===== src/rtl/mips_ctrl_pkg.sv =====
// Shared constants for the multicycle MIPS control path: opcodes, FSM states,
// datapath select encodings and the decoded control word.
package mips_ctrl_pkg;

    localparam logic [5:0] OP_RTYPE = 6'b000000;
    localparam logic [5:0] OP_LW    = 6'b100011;
    localparam logic [5:0] OP_SW    = 6'b101011;
    localparam logic [5:0] OP_BEQ   = 6'b000100;
    localparam logic [5:0] OP_BNE   = 6'b000101;
    localparam logic [5:0] OP_ADDI  = 6'b001000;
    localparam logic [5:0] OP_J     = 6'b000010;

    typedef enum logic [3:0] {
        S_FETCH   = 4'd0,
        S_DECODE  = 4'd1,
        S_MEMADR  = 4'd2,
        S_MEMRD   = 4'd3,
        S_MEMWB   = 4'd4,
        S_MEMWR   = 4'd5,
        S_EXEC    = 4'd6,
        S_ALUWB   = 4'd7,
        S_BRANCH  = 4'd8,
        S_IEXEC   = 4'd9,
        S_IWB     = 4'd10,
        S_JUMP    = 4'd11,
        S_ILLEGAL = 4'd12
    } state_e;

    localparam logic [1:0] SRCB_B    = 2'b00;
    localparam logic [1:0] SRCB_FOUR = 2'b01;
    localparam logic [1:0] SRCB_IMM  = 2'b10;
    localparam logic [1:0] SRCB_BTA  = 2'b11;

    localparam logic [1:0] ALUOP_ADD   = 2'b00;
    localparam logic [1:0] ALUOP_SUB   = 2'b01;
    localparam logic [1:0] ALUOP_FUNCT = 2'b10;

    localparam logic [1:0] PCSRC_ALU    = 2'b00;
    localparam logic [1:0] PCSRC_ALUOUT = 2'b01;
    localparam logic [1:0] PCSRC_JUMP   = 2'b10;

    // ir_write/pc_write here are requests; the FSM gates them with mem_ready in FETCH.
    typedef struct packed {
        logic       ir_write;
        logic       pc_write;
        logic       branch;
        logic       iord;
        logic       mem_read;
        logic       mem_write;
        logic       reg_dst;
        logic       mem_to_reg;
        logic       reg_write;
        logic       alu_src_a;
        logic [1:0] alu_src_b;
        logic [1:0] alu_op;
        logic [1:0] pc_src;
        logic       illegal_op;
    } ctrl_word_t;

    function automatic state_e decode_next(input logic [5:0] op);
        case (op)
            OP_LW, OP_SW:   return S_MEMADR;
            OP_RTYPE:       return S_EXEC;
            OP_BEQ, OP_BNE: return S_BRANCH;
            OP_ADDI:        return S_IEXEC;
            OP_J:           return S_JUMP;
            default:        return S_ILLEGAL;
        endcase
    endfunction

endpackage


===== src/rtl/mips_ctrl_outdec.sv =====
// Purely combinational decode of the current FSM state into the Moore part
// of the datapath control word.
module mips_ctrl_outdec
    import mips_ctrl_pkg::*;
(
    input  state_e     state_i,
    output ctrl_word_t ctrl_o
);

    always_comb begin
        ctrl_o = '0;
        case (state_i)
            S_FETCH: begin
                ctrl_o.mem_read  = 1'b1;
                ctrl_o.alu_src_b = SRCB_FOUR;
                ctrl_o.ir_write  = 1'b1;
                ctrl_o.pc_write  = 1'b1;
            end
            S_DECODE: begin
                ctrl_o.alu_src_b = SRCB_BTA;
            end
            S_MEMADR: begin
                ctrl_o.alu_src_a = 1'b1;
                ctrl_o.alu_src_b = SRCB_IMM;
            end
            S_MEMRD: begin
                ctrl_o.iord     = 1'b1;
                ctrl_o.mem_read = 1'b1;
            end
            S_MEMWB: begin
                ctrl_o.mem_to_reg = 1'b1;
                ctrl_o.reg_write  = 1'b1;
            end
            S_MEMWR: begin
                ctrl_o.iord      = 1'b1;
                ctrl_o.mem_write = 1'b1;
            end
            S_EXEC: begin
                ctrl_o.alu_src_a = 1'b1;
                ctrl_o.alu_op    = ALUOP_FUNCT;
            end
            S_ALUWB: begin
                ctrl_o.reg_dst   = 1'b1;
                ctrl_o.reg_write = 1'b1;
            end
            S_BRANCH: begin
                ctrl_o.alu_src_a = 1'b1;
                ctrl_o.alu_op    = ALUOP_SUB;
                ctrl_o.pc_src    = PCSRC_ALUOUT;
                ctrl_o.branch    = 1'b1;
            end
            S_IEXEC: begin
                ctrl_o.alu_src_a = 1'b1;
                ctrl_o.alu_src_b = SRCB_IMM;
            end
            S_IWB: begin
                ctrl_o.reg_write = 1'b1;
            end
            S_JUMP: begin
                ctrl_o.pc_src   = PCSRC_JUMP;
                ctrl_o.pc_write = 1'b1;
            end
            S_ILLEGAL: begin
                ctrl_o.illegal_op = 1'b1;
            end
            default: begin
                ctrl_o = '0;
            end
        endcase
    end

endmodule


===== src/rtl/multi_cycle_ctrl.sv =====
// Main control FSM of the multicycle MIPS datapath: state register, next-state
// sequencing with memory wait states, and gating of the register enables.
module multi_cycle_ctrl
    import mips_ctrl_pkg::*;
#(
    parameter int OP_WIDTH    = 6,
    parameter int STATE_WIDTH = 4
) (
    input  logic                clk,
    input  logic                reset,
    input  logic [OP_WIDTH-1:0] opcode,
    input  logic                zero,
    input  logic                mem_ready,
    output logic                pc_en,
    output logic                ir_write,
    output logic                iord,
    output logic                mem_read,
    output logic                mem_write,
    output logic                reg_dst,
    output logic                mem_to_reg,
    output logic                reg_write,
    output logic                alu_src_a,
    output logic [1:0]          alu_src_b,
    output logic [1:0]          alu_op,
    output logic [1:0]          pc_src,
    output logic                illegal_op
);

    logic [STATE_WIDTH-1:0] state_q;
    logic [STATE_WIDTH-1:0] state_d;
    ctrl_word_t             cw;
    logic                   mem_gate;
    logic                   pc_write;
    logic                   take_branch;

    mips_ctrl_outdec u_outdec (
        .state_i (state_e'(state_q)),
        .ctrl_o  (cw)
    );

    // Unused encodings fall into the default arm and recover to FETCH.
    always_comb begin
        state_d = state_q;
        case (state_q)
            S_FETCH:   if (mem_ready) state_d = S_DECODE;
            S_DECODE:  state_d = decode_next(opcode);
            S_MEMADR:  state_d = (opcode == OP_SW) ? S_MEMWR : S_MEMRD;
            S_MEMRD:   if (mem_ready) state_d = S_MEMWB;
            S_MEMWB:   state_d = S_FETCH;
            S_MEMWR:   if (mem_ready) state_d = S_FETCH;
            S_EXEC:    state_d = S_ALUWB;
            S_ALUWB:   state_d = S_FETCH;
            S_BRANCH:  state_d = S_FETCH;
            S_IEXEC:   state_d = S_IWB;
            S_IWB:     state_d = S_FETCH;
            S_JUMP:    state_d = S_FETCH;
            S_ILLEGAL: state_d = S_FETCH;
            default:   state_d = S_FETCH;
        endcase
    end

    always_ff @(posedge clk or posedge reset) begin
        if (reset) begin
            state_q <= S_FETCH;
        end else begin
            state_q <= state_d;
        end
    end

    // Fetch only commits PC/IR in the cycle memory actually returns the word.
    assign mem_gate    = (state_q == S_FETCH) ? mem_ready : 1'b1;
    assign pc_write    = cw.pc_write & mem_gate;
    assign take_branch = cw.branch & (zero ^ (opcode == OP_BNE));

    assign pc_en      = ~reset & (pc_write | take_branch);
    assign ir_write   = ~reset & cw.ir_write & mem_gate;
    assign reg_write  = ~reset & cw.reg_write;
    assign mem_write  = ~reset & cw.mem_write;
    assign illegal_op = ~reset & cw.illegal_op;

    assign iord       = cw.iord;
    assign mem_read   = cw.mem_read;
    assign reg_dst    = cw.reg_dst;
    assign mem_to_reg = cw.mem_to_reg;
    assign alu_src_a  = cw.alu_src_a;
    assign alu_src_b  = cw.alu_src_b;
    assign alu_op     = cw.alu_op;
    assign pc_src     = cw.pc_src;

endmodule


===== config.mk =====
export PLATFORM = sky130hd
export DESIGN_NAME = multi_cycle_ctrl
export DESIGN_NICKNAME = d
export VERILOG_FILES = /design/src/rtl/mips_ctrl_pkg.sv /design/src/rtl/mips_ctrl_outdec.sv /design/src/rtl/multi_cycle_ctrl.sv
export SDC_FILE = /design/constraint.sdc
export NUM_CORES = 1
export LEC_CHECK = 0
export BUFFER_PORTS_ARGS = -buffer_cell sky130_fd_sc_hd__buf_2
export CAP_MARGIN = 20
export CORE_MARGIN = 2
export CORE_UTILIZATION = 41
export CTS_BUF_LIST = sky130_fd_sc_hd__clkbuf_4 sky130_fd_sc_hd__clkbuf_8 sky130_fd_sc_hd__clkbuf_16
export DETAILED_ROUTE_END_ITERATION = 16
export GPL_TIMING_DRIVEN = 0
export PLACE_DENSITY = 0.79
export SLEW_MARGIN = 20
export SYNTH_ARGS = -nofsm -noshare
export SYNTH_HDL_FRONTEND = slang
export SYNTH_HIERARCHICAL = 1
export SYNTH_SLANG_ARGS = --single-unit

===== constraint.sdc =====
create_clock -name clk -period 1.27 [get_ports clk]
set_input_delay 0.127 -clock clk [delete_from_list [all_inputs] [get_ports clk]]
set_output_delay 0.127 -clock clk [all_outputs]
set_load 0.02 [all_outputs]

# ---- Word level (Yosys, flattened, before mapping)
# Index checks and enable logic that the tools add are counted.
dict set report word_totals {
  wordCells 65
  output_inout_bits 16
  regBits 4
  input_bits 10
}
dict set report op_classes {
  bitwise_logic 11
  n_mux 21
  reduce_logical 11
  eq_ne 21
}
# cell n
set ops {}
lappend ops {{$pmux 4 s7} 1}
lappend ops {{$eq 4x4->1 const B} 5}
lappend ops {{$pmux 4 s5} 1}
lappend ops {{$eq 4x3->1 const B} 4}
lappend ops {{$eq 6x3->1 const B} 2}
lappend ops {{$eq 6x6->1 const B} 2}
lappend ops {{$mux 1} 12}
lappend ops {{$mux 4} 3}
lappend ops {{$reduce_or 2->1} 6}
lappend ops {{$and 1x1->1} 8}
lappend ops {{$eq 4x2->1 const B} 2}
lappend ops {{$pmux 2 s2} 2}
lappend ops {{$eq 6x2->1 const B} 1}
lappend ops {{$eq 6x4->1 const B} 1}
lappend ops {{$logic_not 6->1} 1}
lappend ops {{$ne 2x2->1 const B} 3}
lappend ops {{$pmux 2 s3} 1}
lappend ops {{$eq 4x1->1 const B} 1}
lappend ops {{$logic_not 4->1} 1}
lappend ops {{$reduce_or 4->1} 1}
lappend ops {{$mux 3} 1}
lappend ops {{$reduce_and 3->1} 1}
lappend ops {{$reduce_or 3->1} 1}
lappend ops {{$not 1->1} 1}
lappend ops {{2 further kinds} 2}

# ---- Logic depth before layout (Yosys ltp)
# Gate-level depths: netlist (run 1).
dict set report logic_depth {
  depth_word 6
  mapped_depth 5
  ltp_nobuf 4
}

# ---- Hierarchy
# The synthesis (run 1) kept the hierarchy.
# mod seq_area_each_um2 n_inst cells_per_inst area_each_um2
set by_module_without_submodules {}
lappend by_module_without_submodules {multi_cycle_ctrl 100.1 1 51 394.1}
lappend by_module_without_submodules {mips_ctrl_outdec 0.0 1 34 221.5}

# ---- Worst setup path before layout (run 1)
# OpenSTA, ideal clock, no wires.
dict set report synth_timing {
  kind {reg2out}
  from {reg state_q[2]}
  to {out pc_en}
  t_required_ps 1143
  path_slack_ps -659
  stages_incl_launch_ff 6
  t_arrival_ps 1802
  cell_sequence {dfrtp_1 -> buf_2 -> or2b_1 -> nor3_1 -> buf_4 -> a32o_2}
}
# element line
set synth_rtl {}
lappend synth_rtl {{start: declaration} multi_cycle_ctrl.sv:29} ;# logic [STATE_WIDTH-1:0] state_q;
lappend synth_rtl {{start signal: assignment} multi_cycle_ctrl.sv:66} ;# state_q <= state_d;
lappend synth_rtl {{end: declaration} multi_cycle_ctrl.sv:14} ;# output logic pc_en,

==> results.yml, run 1 <==
finish:
  area.growth.synth_to_final_pct: 92.5
  utilization_pct: 87.8
  layout-drive-gt1-share_pct: 64.9
  top_register: "state_q"
  fin_nets: 142
  largest_reg_flops: 4
  layout_commonest_cell: "buf_6"
  n_fill_cell: 68
  reg_top3: "state_q x4"
  num_antenna_cells: 0
  final_cell_mix: "buf_6 (21), buf_4 (14), buf_2 (10), nor2_1 (7), a21oi_1 (5)"
timing:
  slew_viol_final: 0
  fin_setup_tns_ns: -5.53
  finalHoldViolCount: 0
  timing.final.ws_setup_ns: -0.466
  clock.fmax_ghz: 0.576
  finClkSkew_ns: 0.00202
  setup_viol: 20
  rsz0062_at_grt: "true"
  hold_ws_ns: 0.249
  slew_headroom_pct: 79.6
  worstMarginPinSlew_ns: 0.301
  period_needed_ns: 1.74
  finalCritPeriodShare_pct: 137
setup_path:
  worstPathCellList: "buf_6 -> or2b_4 -> nor3_4 -> buf_4 -> a32o_2 -> buf_6"
  arrival_ns: 1.61
  cp_common_cell: "buf_6"
  cp_slowest_cell: "dfrtp_1"
  worst-endpoint-required_ns: 1.14
  critPathKind: "reg2out"
  cp_max_fo: 3
  crit_path_end_kind: "output port"
  max_stage_delay_ns: 0.40
  cp-start-kind: "flip-flop"
placed_design:
  portBuffers: 25
  routabilityCongestion: 0.773
  hpwl_um: 1180
  place_ws_ns: -0.316
hold_path:
  min_path_type: "in2reg"
clock_network:
  cts_buffer_depth: 2
  cts_tree: "built"
  cts_sinks: 4
  root_buffer: "clkbuf_4"
  cts_max_level: 1
  clkTransAtPathRegs_ns: 0.04
  cts_made_buffers: 3
  clk_latency_ns: 0.23
global_routing:
  grt_max_degree: 10
  gr-usage-all-layers_pct: 22.1
  grt_pass1_wl_um: 3190
  grt_antenna_before_repair: 0
  grt-ovfl-total: 0
  grt_pass1_vias: 749
power_and_ir_drop:
  power.density_mw_per_mm2: 2580
  switching_share_pct: 44.4
  p_leak_nw: 0.533
  seqPwrFrac_pct: 9.0
  p_int_mw: 1.70
  switchingPower_mw: 1.35
  power_mw: 3.05
  p_clk_share_pct: 6.2
  power_frac_comb_pct: 84.9
  ir_worst_vdd_uv: 1470
synthesis:
  yosys.area_share.adder_pct: 0
  synth-simple-area-share_pct: 44.1
  synth_seq_cells: 4
  synth_compound_area_share_pct: 24.6
  postSynthCellCount: 85
  async_reset_ff_share_pct: 100
  netlist_area_um2: 616
  synth_edf_count: 0
  synth_top_flop_cell: "dfrtp_1"
  yosysSeqAreaShare_pct: 16.3
  yosys.area_share.xor_xnor_pct: 4.27
  synthMuxAreaShare_pct: 0
  synth_top_family_by_area: "simple AND/OR/NAND/NOR gates"
  yosys_warnings: 6
  synth_cell_types: 39
  synth_fp_nets: 95
  syn_area_per_cell_um2: 7.24
run_status:
  status: "finished with violations"
  violations: "setup timing"
detailed_routing:
  routed_wl_um: 2360
  firstDrtPassIters: 4
  routed_via_density: 5.89
  ant_nets: 0
  drtIter0Drc: 24
  drc: 0
  num_vias: 860
  routedWlPerCell_um: 16.2
die:
  fp.dieH_um: 42.8
  pin_count: 26
  start_util_pct: 45.6
  dieArea_mm2: 0.00183
  fp.coreArea_mm2: 0.00135
  die_w_um: 42.8
  rows: 13
flow_run:
  cap_violations: 0
-- through the flow --
stage,instances,area [µm²]
finish,146,1180
global route,146,1180
CTS,146,1110
detailed placement,125,812
global placement,125,812
floorplan,85,668
-- metal layers --
metal | routed length [µm] | vias to the layer above | GRT usage [%]
li1 | - | 406 | -
met1 | 900 | 416 | 25.4
met2 | 1330 | 34 | 42.1
met3 | 107 | 4 | 4.26
met4 | 27 | 0 | 3.13
met5 | 0 | - | 0
-- critical path, delay by kind of cell, from the launching register on --
family	cells	cell delay, ns
AND/OR/NAND/NOR	2	0.43
flip-flops	1	0.40
buffers and inverters	3	0.38
AO/OA/AOI/OAI	1	0.15
-- cell usage after synthesis, types with 2 or more instances --
cell type  n  area share (%)
nor4b_1    2             2.8
a21oi_1    7             5.7
nand3_1    3             2.4
o22ai_1    2             2.0
dfrtp_1    4              16
or3_1      2             2.0
buf_4      3             3.7
and3_1     2             2.0
buf_2      2             1.6
xor2_1     2             2.8
nor2b_1    3             3.0
nand4b_1   2             2.8
or2b_1     2             2.4
nor2_1     9             5.5
nor3_1     5             4.1
nor4_1     2             2.0
o21ai_0    4             3.3
nand2_1    3             1.8
nand2b_1   2             2.0
inv_1      5             3.0
-- logic make-up after synthesis --
group | count (synthesis)
flip-flops | 4
buffers and inverters | 12
AND/OR/NAND/NOR | 44
XOR/XNOR | 3
AO/OA/AOI/OAI | 22
-- timing repair --
| action | in CTS | in global routing |
|---|---|---|
| endpoints found under the hold margin | 4 | 0 |
| buffers inserted | 16 | 1 |
| endpoints found under the setup margin | 17 | 20 |
| resized for setup | 39 | 20 |
| hold buffers | 1 | 0 |
| pin swaps | 11 | 11 |
-- path summary, 6_finish.rpt --
| kind | start | to | slack (ns) | cells after the start |
|---|---|---|---|---|
| max in group asynchronous | reset | state_q[0] | 0.63 | 3 |
| min | opcode[4] | state_q[2] | 0.25 | 3 |
| min in group asynchronous | reset | state_q[3] | 0.45 | 3 |
| max | state_q[2] | pc_en | -0.47 | 6 |
| max reg2reg | state_q[1] | state_q[0] | -0.21 | 5 |
| min reg2reg | state_q[3] | state_q[0] | 0.62 | 2 |
-- area by class of cell --
cell class | instances | area, µm² | area share [%]
inverters | 5 | 18.8 | 1.58
flip-flops and latches | 4 | 104 | 8.76
plain buffers | 7 | 72.6 | 6.12
repair buffers | 42 | 369 | 31.2
multi-input cells | 69 | 572 | 48.3
well taps | 15 | 18.8 | 1.58
clock buffers | 4 | 30.0 | 2.53
-- power groups by stage --
stage | clock network [mW] | registers, mW | logic (mW)
final | 0.188 | 0.273 | 2.59
after global routing | 0.213 | 0.279 | 2.73
after CTS | 0.195 | 0.269 | 2.25
after detailed placement | 0 | 0.312 | 1.48
after global placement | 0 | 0.306 | 1.46
after floorplan | 0 | 0.276 | 1.16
Power figures use the tool's default switching activity.
==> run 2, diff against run 1 <==
--- a/config.mk
+++ b/config.mk
@@ -5,14 +5,15 @@
 export SDC_FILE = /design/constraint.sdc
 export NUM_CORES = 1
 export LEC_CHECK = 0
-export BUFFER_PORTS_ARGS = -buffer_cell sky130_fd_sc_hd__buf_2
+export BUFFER_PORTS_ARGS = -buffer_cell sky130_fd_sc_hd__clkbuf_2
 export CAP_MARGIN = 20
 export CORE_MARGIN = 2
 export CORE_UTILIZATION = 41
 export CTS_BUF_LIST = sky130_fd_sc_hd__clkbuf_4 sky130_fd_sc_hd__clkbuf_8 sky130_fd_sc_hd__clkbuf_16
+export CTS_CLUSTER_SIZE = 10
 export DETAILED_ROUTE_END_ITERATION = 16
 export GPL_TIMING_DRIVEN = 0
-export PLACE_DENSITY = 0.79
+export PLACE_DENSITY = 0.81
 export SLEW_MARGIN = 20
 export SYNTH_ARGS = -nofsm -noshare
 export SYNTH_HDL_FRONTEND = slang
==> run 2 against run 1 <==
  * Clock skew up 0.020 ns
  * The run still ends with setup timing left
  * Largest power group unchanged
  * Sequential share of layout area down 0.23 points
  * Via count up 5.8%
  * Cell count unchanged
  * Critical path depth down 1
==> results.yml, run 2 (same netlist as run 1, synthesis figures left out) <==
timing:
  worstMarginPinSlew_ns: 0.488
  clock.fmax_ghz: 0.542
  finClkSkew_ns: 0.0218
  slew_headroom_pct: 67.1
  setup_viol: 20
  finalCritPeriodShare_pct: 145
  rsz0062_at_grt: "true"
  timing.final.ws_setup_ns: -0.576
  period_needed_ns: 1.85
  hold_ws_ns: 0.220
  slew_viol_final: 0
  finalHoldViolCount: 0
die:
  start_util_pct: 45.6
  pin_count: 26
  fp.coreArea_mm2: 0.00135
  fp.dieH_um: 42.8
  dieArea_mm2: 0.00183
  rows: 13
  die_w_um: 42.8
global_routing:
  grt_antenna_before_repair: 0
  gr-usage-all-layers_pct: 24.4
  grt-ovfl-total: 0
  grt_pass1_wl_um: 3340
  grt_max_degree: 11
  grt_pass1_vias: 737
placed_design:
  routabilityCongestion: 0.810
  hpwl_um: 1210
  portBuffers: 25
  place_ws_ns: -0.303
finish:
  final_cell_mix: "buf_6 (18), clkbuf_2 (10), buf_8 (8), buf_4 (8), nor2_1 (6)"
  area.growth.synth_to_final_pct: 97.6
  top_register: "state_q"
  layout-drive-gt1-share_pct: 63.4
  utilization_pct: 90.1
  reg_top3: "state_q x4"
  num_antenna_cells: 0
  fin_nets: 142
  largest_reg_flops: 4
  layout_commonest_cell: "buf_6"
setup_path:
  crit_path_end_kind: "output port"
  reg2reg_slack_ns: -0.22
  arrival_ns: 1.72
  cp-start-kind: "flip-flop"
  worstPathCellList: "clkbuf_1 -> nor3_1 -> a21oi_1 -> a32o_2 -> buf_8"
  cp_slowest_cell: "dfrtp_1"
  max_stage_delay_ns: 0.41
  critPathKind: "reg2out"
  cp_max_fo: 9
  worst_r2r_path_depth: 4
  startpoint: "state_q[2]"
  worstReg2RegEnd: "state_q[0]"
  rr_startpoint: "state_q[2]"
  worst-endpoint-required_ns: 1.14
clock_network:
  cts_sinks: 4
  cts_made_buffers: 3
  clk_latency_ns: 0.26
  clkTransAtPathRegs_ns: 0.05
  cts_buffer_depth: 2
  cts_tree: "built"
  cts_max_level: 1
  root_buffer: "clkbuf_4"
detailed_routing:
  firstDrtPassIters: 4
  drc: 0
  drtIter0Drc: 39
  routed_wl_um: 2810
  num_vias: 910
  ant_nets: 0
  routedWlPerCell_um: 19.2
  routed_via_density: 6.23
hold_path:
  min_path_type: "in2reg"
  whs_endpoint: "state_q[2]"
  whs_path_depth: 3
  hp-start: "opcode[4]"
power_and_ir_drop:
  power.density_mw_per_mm2: 2670
  p_leak_nw: 0.541
  ir_worst_vdd_uv: 1570
run_status:
  status: "finished with violations"
  violations: "setup timing"
flow_run:
  cap_violations: 0
## run 2: changes by cell type in the layout (fill, tap and decap cells not counted), moves of 3 or more
cell / change
buf_2: -10
clkbuf_2: +9
clkbuf_8: +3
buf_8: +7
buf_4: -6
buf_6: -3
## run 2: area by class of cell
class | count | area [µm²]
tap | 15 | 18.8
fill | 62 | 134
timing repair buffer | 42 | 420
clock buffer | 4 | 30.0
multi-input combinational | 69 | 557
inverter | 5 | 18.8
buffer | 7 | 67.6
sequential | 4 | 104
## run 2: how the worst max path moves through the flow
stage	end	slack, ns	depth (start not counted)
2_1_floorplan	pc_en	-0.28	5
3_3_place_gp	pc_en	-0.29	5
3_5_place_dp	pc_en	-0.30	5
4_1_cts	pc_en	-0.48	6
5_1_grt	ir_write	-0.65	5
6_report	pc_en	-0.58	5
## run 2: what timing repair did
action / in CTS / in global routing
setup buffers: 13 / 3
hold buffers: 1 / 0
hold endpoints to repair: 4 / 0
pin swaps: 12 / 7
setup endpoints to repair: 17 / 20
gates cloned: 0 / 0
gates resized for setup: 42 / 30
## run 2: critical path, delay by kind of cell, from the launching register on
family                 cells  cell delay (ns)
flip-flops                 1             0.41
AO/OA/AOI/OAI              2             0.40
buffers and inverters      2             0.36
AND/OR/NAND/NOR            1             0.30
## run 2: through the flow
step	power [mW]	instances	area [µm²]	setup TNS (ns)
after floorplan	1.44	85	668	-0.748
after global placement	1.76	125	812	-1.66
after detailed placement	1.81	125	812	-2.01
after CTS	2.70	143	1120	-4.97
after global routing	3.37	146	1220	-7.89
final	3.24	146	1220	-6.73
## run 2: report_power, final
part           internal, mW  switching (mW)
registers             0.193          0.0875
logic                  1.45            1.30
clock network         0.140          0.0705
## run 2: routing by layer
| metal | routed length (µm) | vias up | part of all wire (%) | track usage (%) |
|---|---|---|---|---|
| met3 | 154 | 13 | 5.5 | 4.26 |
| met2 | 1370 | 56 | 49 | 45.8 |
| met1 | 1160 | 434 | 41 | 25.6 |
| met4 | 120 | 0 | 4.3 | 11.3 |
| met5 | 0 | - | 0 | 0 |
| li1 | - | 407 | - | - |
==> run 3, diff against run 2 <==
--- a/config.mk
+++ b/config.mk
@@ -8,12 +8,12 @@
 export BUFFER_PORTS_ARGS = -buffer_cell sky130_fd_sc_hd__clkbuf_2
 export CAP_MARGIN = 20
 export CORE_MARGIN = 2
-export CORE_UTILIZATION = 41
+export CORE_UTILIZATION = 46
 export CTS_BUF_LIST = sky130_fd_sc_hd__clkbuf_4 sky130_fd_sc_hd__clkbuf_8 sky130_fd_sc_hd__clkbuf_16
 export CTS_CLUSTER_SIZE = 10
 export DETAILED_ROUTE_END_ITERATION = 16
 export GPL_TIMING_DRIVEN = 0
-export PLACE_DENSITY = 0.81
+export PLACE_DENSITY = 0.85
 export SLEW_MARGIN = 20
 export SYNTH_ARGS = -nofsm -noshare
 export SYNTH_HDL_FRONTEND = slang
==> constraint.sdc (replaced) <==
create_clock -name clk -period 2.1 [get_ports clk]
set_input_delay 0.21 -clock clk [delete_from_list [all_inputs] [get_ports clk]]
set_output_delay 0.21 -clock clk [all_outputs]
set_load 0.02 [all_outputs]
==> run 3 against run 2 <==
  * The run now ends clean
  * First-iteration DRC count down 85%
  * Global-route usage down 4.0 points
  * Sequential share of layout area up 4.0 points
==> results.yml, run 3 (same netlist as run 1, synthesis figures left out) <==
die:
  fp.coreArea_mm2: 0.00127
  start_util_pct: 48.5
  dieArea_mm2: 0.00165
  die_w_um: 40.6
  pin_count: 26
  fp.dieH_um: 40.6
  rows: 13
placed_design:
  hpwl_um: 1110
  dpl_cell_area_um2: 759
  portBuffers: 25
  place_ws_ns: 0.299
  routabilityCongestion: 0.785
  dpl.cell_count: 125
setup_path:
  worstPathCellList: "buf_2 -> or2b_1 -> nor3_2 -> buf_4 -> a32o_2 -> clkbuf_2"
  cp_max_fo: 10
  crit_path_end_kind: "output port"
  max_stage_delay_ns: 0.37
  cp-start-kind: "flip-flop"
  rr_startpoint: "state_q[0]"
  critPathKind: "reg2out"
  worst-endpoint-required_ns: 1.89
  cp_slowest_cell: "dfrtp_1"
  startpoint: "state_q[2]"
  arrival_ns: 1.71
clock_network:
  clkTransAtPathRegs_ns: 0.04
  clk_latency_ns: 0.23
  cts_made_buffers: 3
  root_buffer: "clkbuf_4"
  cts_max_level: 1
  cts_sinks: 4
  cts_tree: "built"
  cts_buffer_depth: 2
hold_path:
  min_path_type: "in2reg"
  hp-start: "opcode[4]"
global_routing:
  grt_pass1_wl_um: 2340
  gr-usage-all-layers_pct: 20.4
  grt_antenna_before_repair: 0
  grt_pass1_vias: 579
  grt-ovfl-total: 0
  grt_max_degree: 12
flow_run:
  cap_violations: 0
finish:
  largest_reg_flops: 4
  utilization_pct: 62.8
  layout_commonest_cell: "clkbuf_2"
  reg_top3: "state_q x4"
  final_cell_mix: "clkbuf_2 (25), nor2_1 (9), a21oi_1 (7), inv_1 (5)"
  final_cell_area_um2: 797
  area.growth.synth_to_final_pct: 29.5
  fin_nets: 126
  num_antenna_cells: 0
  layout-drive-gt1-share_pct: 37.7
  final_cells: 129
  top_register: "state_q"
run_status:
  status: "completed"
detailed_routing:
  drtIter0Drc: 6
  num_vias: 723
  ant_nets: 0
  routedWlPerCell_um: 11.4
  firstDrtPassIters: 4
  routed_via_density: 5.60
  drc: 0
  routed_wl_um: 1470
timing:
  clock.fmax_ghz: 0.521
  slew_headroom_pct: 75.0
  setup_viol: 0
  slew_viol_final: 0
  period_needed_ns: 1.92
  fin_setup_tns_ns: 0
  worstMarginPinSlew_ns: 0.370
  finalCritPeriodShare_pct: 91.3
  rsz0062_at_grt: "false"
  hold_ws_ns: 0.346
  timing.final.ws_setup_ns: 0.182
  finalHoldViolCount: 0
  finClkSkew_ns: 0.00368
power_and_ir_drop:
  power.density_mw_per_mm2: 1380
  ir_worst_vdd_uv: 673
  power_mw: 1.10
  p_leak_nw: 0.392
[run 3: worst paths after layout]
check,to,depth (start not counted),slack [ns]
max in group asynchronous,state_q[0],3,1.43
min reg2reg,state_q[0],1,0.61
max,pc_en,6,0.18
min,state_q[3],3,0.35
max reg2reg,state_q[0],4,0.69
min in group asynchronous,state_q[1],3,0.49
[run 3: report_power, final]
part           switching, mW  internal (mW)  total (mW)
sequential            0.0670          0.112       0.179
clock                 0.0264         0.0636      0.0899
combinational          0.478          0.355       0.833
[run 3: per-layer routing]
layer | up-vias | GRT usage (%) | share of wire, % | routed length, µm
met2 | 27 | 34.5 | 48 | 703
met5 | - | 0 | 0 | 0
met4 | 0 | 2.50 | 0.95 | 14
met3 | 2 | 5.56 | 5.2 | 76
li1 | 372 | - | - | -
met1 | 322 | 26.1 | 46 | 672
[run 3: timing repair]
item | CTS | global route
hold buffers | 1 | 0
gates resized for setup | 0 | 1
hold endpoints to repair | 4 | 0
buffers inserted | 0 | 0
endpoints found under the setup margin | 0 | 1
[run 3: critical path: cells and delay by family, from the launching register on]
family	cells	cell delay, ns
compound gates	1	0.14
buf+inv	3	0.49
flops	1	0.37
simple gates	2	0.50
[run 3: cell type report]
type	instances	area, µm²
fill	125	472
multi-input combinational	69	454
timing repair buffer	26	135
sequential	4	100
buffer	7	47.5
clock buffer	3	22.5
inverter	5	18.8
tap	15	18.8
